--- src/rtl/maq_refri_param.sv ---
// maq_refri_param: parametrised two-product vending FSM with unit-pulse change; define VENDAS_CNT_EN to add sales counters
module maq_refri_param #(
  parameter int W = 8,
  parameter int V1 = 5,
  parameter int V2 = 10,
  parameter int V3 = 25,
  parameter int PRECO_A = 20,
  parameter int PRECO_B = 35,
  parameter int TROCO_UNID = 5,
  parameter int CRED_MAX = 2**W-1
)(
  input  logic         clk,
  input  logic         rst,
  input  logic [1:0]   moeda,
  input  logic         sel,
  input  logic         cancela,
  output logic         D1,
  output logic         troco_pulso,
  output logic         moeda_rej,
  output logic [W-1:0] credito,
  output logic         ocupado
`ifdef VENDAS_CNT_EN
  ,
  output logic [15:0]  vendas,
  output logic [15:0]  vendas_b
`endif
);
  typedef enum logic [1:0] {IDLE, ACUMULA, LIBERA, TROCO} state_t;
  localparam logic [W:0]   L_V1  = (W+1)'(V1);
  localparam logic [W:0]   L_V2  = (W+1)'(V2);
  localparam logic [W:0]   L_V3  = (W+1)'(V3);
  localparam logic [W:0]   L_MAX = (W+1)'(CRED_MAX);
  localparam logic [W-1:0] L_PA  = W'(PRECO_A);
  localparam logic [W-1:0] L_PB  = W'(PRECO_B);
  localparam logic [W-1:0] L_U   = W'(TROCO_UNID);
  state_t       r_state, w_nxt;
  logic [W-1:0] r_cred, r_preco, w_cred_nxt, w_preco_nxt, w_price, w_dif;
  logic [1:0]   r_prev;
  logic         r_rej, w_rej_nxt, w_ev;
  logic [W:0]   w_val, w_nv;
  assign w_ev    = moeda != 2'b00 && r_prev == 2'b00;
  assign w_val   = moeda == 2'b01 ? L_V1 : moeda == 2'b10 ? L_V2 : L_V3;
  assign w_nv    = {1'b0, r_cred} + w_val;
  assign w_price = sel ? L_PB : L_PA;
  // LIBERA pays the latched price, TROCO pays one unit per cycle
  assign w_dif   = r_cred - (r_state == LIBERA ? r_preco : L_U);
  always_ff @(posedge clk) begin
    if (rst) begin
      r_state <= IDLE;
      r_cred  <= '0;
      r_preco <= '0;
      r_prev  <= 2'b00;
      r_rej   <= 1'b0;
    end else begin
      r_state <= w_nxt;
      r_cred  <= w_cred_nxt;
      r_preco <= w_preco_nxt;
      r_prev  <= moeda;
      r_rej   <= w_rej_nxt;
    end
  end
  always_comb begin
    w_nxt       = r_state;
    w_cred_nxt  = r_cred;
    w_preco_nxt = r_preco;
    w_rej_nxt   = 1'b0;
    if (r_state == LIBERA || r_state == TROCO) begin
      w_rej_nxt  = w_ev;
      w_cred_nxt = w_dif;
      w_nxt      = w_dif == '0 ? IDLE : TROCO;
    end else if (w_ev) begin
      if (w_nv > L_MAX) w_rej_nxt = 1'b1;
      else begin
        w_cred_nxt  = w_nv[W-1:0];
        w_preco_nxt = w_price;
        w_nxt       = w_nv >= {1'b0, w_price} ? LIBERA : ACUMULA;
      end
    end else if (r_state == ACUMULA) begin
      // a switch to a cheaper product can complete the sale without a coin
      if (r_cred >= w_price) begin
        w_preco_nxt = w_price;
        w_nxt       = LIBERA;
      end else if (cancela) w_nxt = TROCO;
    end
  end
  always_comb begin
    D1          = r_state == LIBERA;
    troco_pulso = r_state == TROCO;
    ocupado     = r_state == LIBERA || r_state == TROCO;
    moeda_rej   = r_rej;
    credito     = r_cred;
  end
`ifdef VENDAS_CNT_EN
  logic        r_selb;
  logic [15:0] r_vendas, r_vendas_b;
  always_ff @(posedge clk) begin
    if (rst) begin
      r_selb     <= 1'b0;
      r_vendas   <= '0;
      r_vendas_b <= '0;
    end else begin
      if (w_nxt == LIBERA && r_state != LIBERA) r_selb <= sel;
      if (r_state == LIBERA) r_vendas <= r_vendas + 16'd1;
      if (r_state == LIBERA && r_selb) r_vendas_b <= r_vendas_b + 16'd1;
    end
  end
  assign vendas   = r_vendas;
  assign vendas_b = r_vendas_b;
`endif
endmodule

--- config.mk ---
export PLATFORM = sky130hd
export DESIGN_NAME = maq_refri_param
export DESIGN_NICKNAME = d
export VERILOG_FILES = /design/src/rtl/maq_refri_param.sv
export SDC_FILE = /design/constraint.sdc
export NUM_CORES = 1
export LEC_CHECK = 0
export CORE_ASPECT_RATIO = 2
export CORE_MARGIN = 10
export CORE_UTILIZATION = 55
export CTS_CLUSTER_DIAMETER = 200
export DETAILED_ROUTE_END_ITERATION = 16
export GPL_ROUTABILITY_DRIVEN = 0
export PLACE_DENSITY = 0.79
export SLEW_MARGIN = 20
export SYNTH_ARGS = -nofsm -noshare
export SYNTH_HDL_FRONTEND = slang
export SYNTH_SLANG_ARGS = --single-unit
--- constraint.sdc ---
create_clock -name clk -period 8.2 [get_ports clk]
set_clock_uncertainty 0.2 [all_clocks]
set_input_delay 1.23 -clock clk [delete_from_list [all_inputs] [get_ports clk]]
set_output_delay 1.23 -clock clk [all_outputs]
set_load 0.01 [all_outputs]
* Yosys cells after proc, flatten, opt, wreduce, memory -nomap -nowiden
Cells that the tools add are included.
** Storage, ports and cells
- Flip-flop bits (word level) :: 21
- Input bits :: 6
- Output and inout bits :: 12
- Logic and storage cells :: 54
** Operators by class
- $add $sub $neg :: 2
- Magnitude comparators :: 3
- Equal/unequal tests :: 8
- Multiplexer cells :: 22
- Bitwise logic cells :: 1
- Reductions and logical operators :: 13
** Operators with widths (count)
- $mux 8 :: 8
- $mux 2 :: 8
- $mux 5 :: 2
- $add 8x5->9 :: 1
- $ge 9x6->1 :: 1
- $gt 9x8->1 const B :: 1
- $ge 8x6->1 :: 1
- $logic_not 8->1 :: 1
- $reduce_bool 2->1 :: 4
- $sub 8x8->8 :: 1
- $eq 2x2->1 const B :: 3
- $mux 6 :: 1
- $eq 2x1->1 const B :: 2
- $ne 2x2->1 const B :: 2
- $reduce_and 4->1 :: 1
- $reduce_bool 4->1 :: 1
- $mux 1 :: 3
- $ne 3x3->1 const B :: 1
- $reduce_and 3->1 :: 1
- $reduce_bool 3->1 :: 1
- $logic_not 2->1 :: 1
- $reduce_and 2->1 :: 1
- $logic_and 1x1->1 :: 1
- $logic_or 1x1->1 :: 1
- $not 1->1 :: 1

* Longest topological paths before layout
- Depth in word-level cells :: 9
- Depth in mapped cells :: 15
- Depth with buffers taken out :: 15

* Least setup slack after synthesis
OpenSTA, ideal clock, no wires.
- Kind :: input-to-reg
- From :: input port moeda[0]
- To :: register r_state[1]
- Setup time :: 0.136 ns
- Arrival :: 3.438 ns
- Data required time :: 7.864 ns
- Setup slack :: 4.426 ns
- Stages :: 12
- Buffers on the path :: 0
- Path through :: inv_1 > ha_1 > inv_1 > ha_1 > and3_1 > a221oi_2 > xnor2_1 > ha_1 > or3_1 > a31o_1 > o21ai_0 > a21oi_1
** On the way
- Longest elaborated chain between the ends :: 9
- Elaborated cells between the ends (all ways) :: 17
- Those cells by class :: 1 x add/sub; 2 x order compare; 3 x eq/ne; 6 x mux; 5 x reduce/logical
** RTL lines
- start: declaration :: line 14 : input logic [1:0] moeda,
- $eq 2x2->1 :: line 42 : assign w_val = moeda == 2'b01 ? L_V1 : moeda == 2'b10 ? L_V2 : L_V3;
- $mux 5 (2 in a row) :: line 42
- $add 8x5->9 :: line 43 : assign w_nv = {1'b0, r_cred} + w_val;
- $ge 9x6->1 :: line 76 : w_nxt = w_nv >= {1'b0, w_price} ? LIBERA : ACUMULA;
- $mux 2 :: line 76
- $mux 2 :: line 72 : if (w_nv > L_MAX) w_rej_nxt = 1'b1;
- $mux 2 :: line 71 : end else if (w_ev) begin
- $mux 2 :: line 67 : if (r_state == LIBERA || r_state == TROCO) begin
- end signal: assignment :: line 55 : r_state <= w_nxt;
- end: declaration :: line 36 : state_t r_state, w_nxt;
Several ways; a longest one is shown, not always the timed one. The select of a mux whose other input is x is not followed.
A chain may end at the register's enable or synchronous reset.

* Worst setup path after layout
- From :: input port moeda[1]
- To :: register r_state[1]
The elaborated chain is that of the path after synthesis.

==> metrics.txt <==
worst min path class reg -> reg; Die Y about 95 um; Routed WL 4020 um; number of synthesized flops with an enable pin 0; RSZ-0062 raised after global routing no; most common cell after layout, fill and taps aside ha_1; largest area contributor in the netlist dfxtp_1; Placement Cell Area around 1700 um2; Final ANT Viol Nets 0; hpwl dp 3260 um; full die area 5460 um2; TritonCTS Buffers 3; Max Fclk 0.234 GHz; peak supply drop 252 uV; GRT Total Usage 15.4%; DRC 0; clock-pin slew on the worst setup and hold paths 0.07 ns; vias per cell about 6.4; share of layout cells above drive strength 1 5.64%; Starting Density between 50% and 60%; setup TNS 0 ns; DRT Pass-1 Iters 4; area delta synth->final 14.6%; crit end category flip-flop; Worst Path Max Fanout 5; Core Area 2740 um2; total power 0.000688 W; worst-case clock buffer depth 2; critical path data arrival time between 4 and 5 ns; 1st-iter DRT viols 25; Synth async-reset ratio 0%; Synth Warn # 0; postcts setup bufs 0; H-tree levels 1; sequential share of the synthesized area 19.4%; Leakage 0.800 nW; clk sink count 15; initial antenna violation count 0; area share of the leading cell type in the synthesized netlist 19.4%; Synth area leaders dfxtp_1 19%, ha_1 19%, mux2i_1 5.8%; global-route wire length before repair 6920 um; grt ovf 0; slew margin rel. 62.5%; Slew Limit Fails 0; critical path class in -> reg; die width 57.5 um; Distinct cells, synth 50; vias in the first global route 1,503; Avg Inst Size Synth 8.60 um2; clock latency on the worst-skew pair about 0.26 ns; largest net degree at the start of global routing 16; CTS tree yes; most frequent cells in the layout 24 x ha_1, 17 x clkdlybuf4s50_1, 15 x inv_1, 15 x dfxtp_1, 14 x nor2_1; Main synth FF type dfxtp_1; Final nets 228; setup violators final 0; Syn Inst Count 180; Buffers on Ports 17; CTS root buf clkbuf_8; Ports 18; outcome finished clean; Resize count post-CTS 0; syn_nets 212; Yosys reg bits 15; Critical Path RT 8.13 ns; via count about 1,400; average wire per standard cell around 18 um; Rows 27; Design Area, Final approximately 1800 um2; fin crit share 52.0%; hold-fix buffers at CTS 0; final core occ about 65%; Tmin final roughly 4.3 ns; ant diodes 0; final hold vios 0; Tightest Pin Transition 0.556 ns; Netlist Area Pre-Place 1550 um2; PD cells just under 400 nW/um2; max_cap viols 0; Startpoint Class input port
## cell type report
cell class              count  area, um2
clock inverters             1       5.00
repair buffers             17        170
clock buffers               3       41.3
multi-input cells         144       1160
inverters                  15       56.3
well taps                  29       36.3
fillers                   234        963
flip-flops and latches     15        300
## state kept, by name (all words and copies together), names as in the netlist
signal,count
r_prev,2
r_state,2
moeda_rej,1
credito,8
r_preco,2
## worst max-delay path, cell delays in order
cell and delay (ns):
clkdlybuf4s50_1 0.49, inv_1 0.08, ha_1 0.27, inv_1 0.04, ha_1 0.34, and3_1 0.19, a221oi_2 0.40, xnor2_1 0.12
ha_1 0.18, or3_1 0.36, a31o_1 0.20, o21ai_0 0.19, a21oi_1 0.10
## through the flow
stage / worst slack, ns / hold slack (ns) / std cells
detailed placement: 3.76 / 0.332 / 220
floorplan: 4.43 / 0.276 / 180
CTS: 3.93 / 0.349 / 224
global route: 3.72 / 0.382 / 224
finish: 3.93 / 0.340 / 224
global placement: 3.84 / 0.308 / 220
## power breakdown
| group | leakage [nW] | internal [W] | switching (W) |
|---|---|---|---|
| logic | 0.650 | 0.000228 | 0.000243 |
| registers | 0.124 | 0.0000989 | 0.0000552 |
| clock network | 0.0255 | 0.0000338 | 0.0000294 |
| total | 0.800 | 0.000361 | 0.000327 |
## path summary, 6_finish.rpt
kind | depth (start not counted) | endpoint | slack, ns | startpoint
hold / removal | 2 | r_preco[1] | 0.34 | r_preco[1]
hold reg to reg | 2 | r_preco[1] | 0.34 | r_preco[1]
setup reg to reg | 9 | r_state[1] | 4.65 | r_state[1]
setup / recovery | 13 | r_state[1] | 3.93 | moeda[1]
## synth_stat cells (2+ instances only)
library cell and count:
ha_1 24, or3_1 5, nor3_1 9, o21ai_0 6
nor2_1 14, xor2_1 5, xnor2_1 5, fa_1 2
a21o_1 4, a311oi_1 2, nor3b_1 3, a21oi_1 7
nand3b_1 2, o211ai_1 2, dfxtp_1 15, mux2i_1 9
inv_1 15, nand2_1 6, nand3_1 2, clkbuf_1 4
nor2b_1 3, o311ai_0 2, nand2b_1 2, nand4_1 2
a211oi_1 4, a2111oi_1 2
## routing by layer
metal | global-route usage [%] | up-vias | routed length (um)
met5 | 0 | - | 0
met4 | 9.84 | 0 | 206
met3 | 2.66 | 18 | 167
met2 | 29.0 | 54 | 2210
met1 | 14.6 | 675 | 1430
li1 | - | 691 | -
## cells by family (layout without fill, tap and decap cells)
family	Yosys count	in the layout	synth area share (%)
DFF	15	15	19.4
AOI/OAI and AO/OA	44	44	21.6
xor gates and xnor gates	10	10	5.66
adders and majority gates	26	26	22.0
muxes	10	10	6.55
buffers and inverters	21	36	5.42
and+or+nand+nor	54	54	19.4
(Power assumes the default switching activity.)
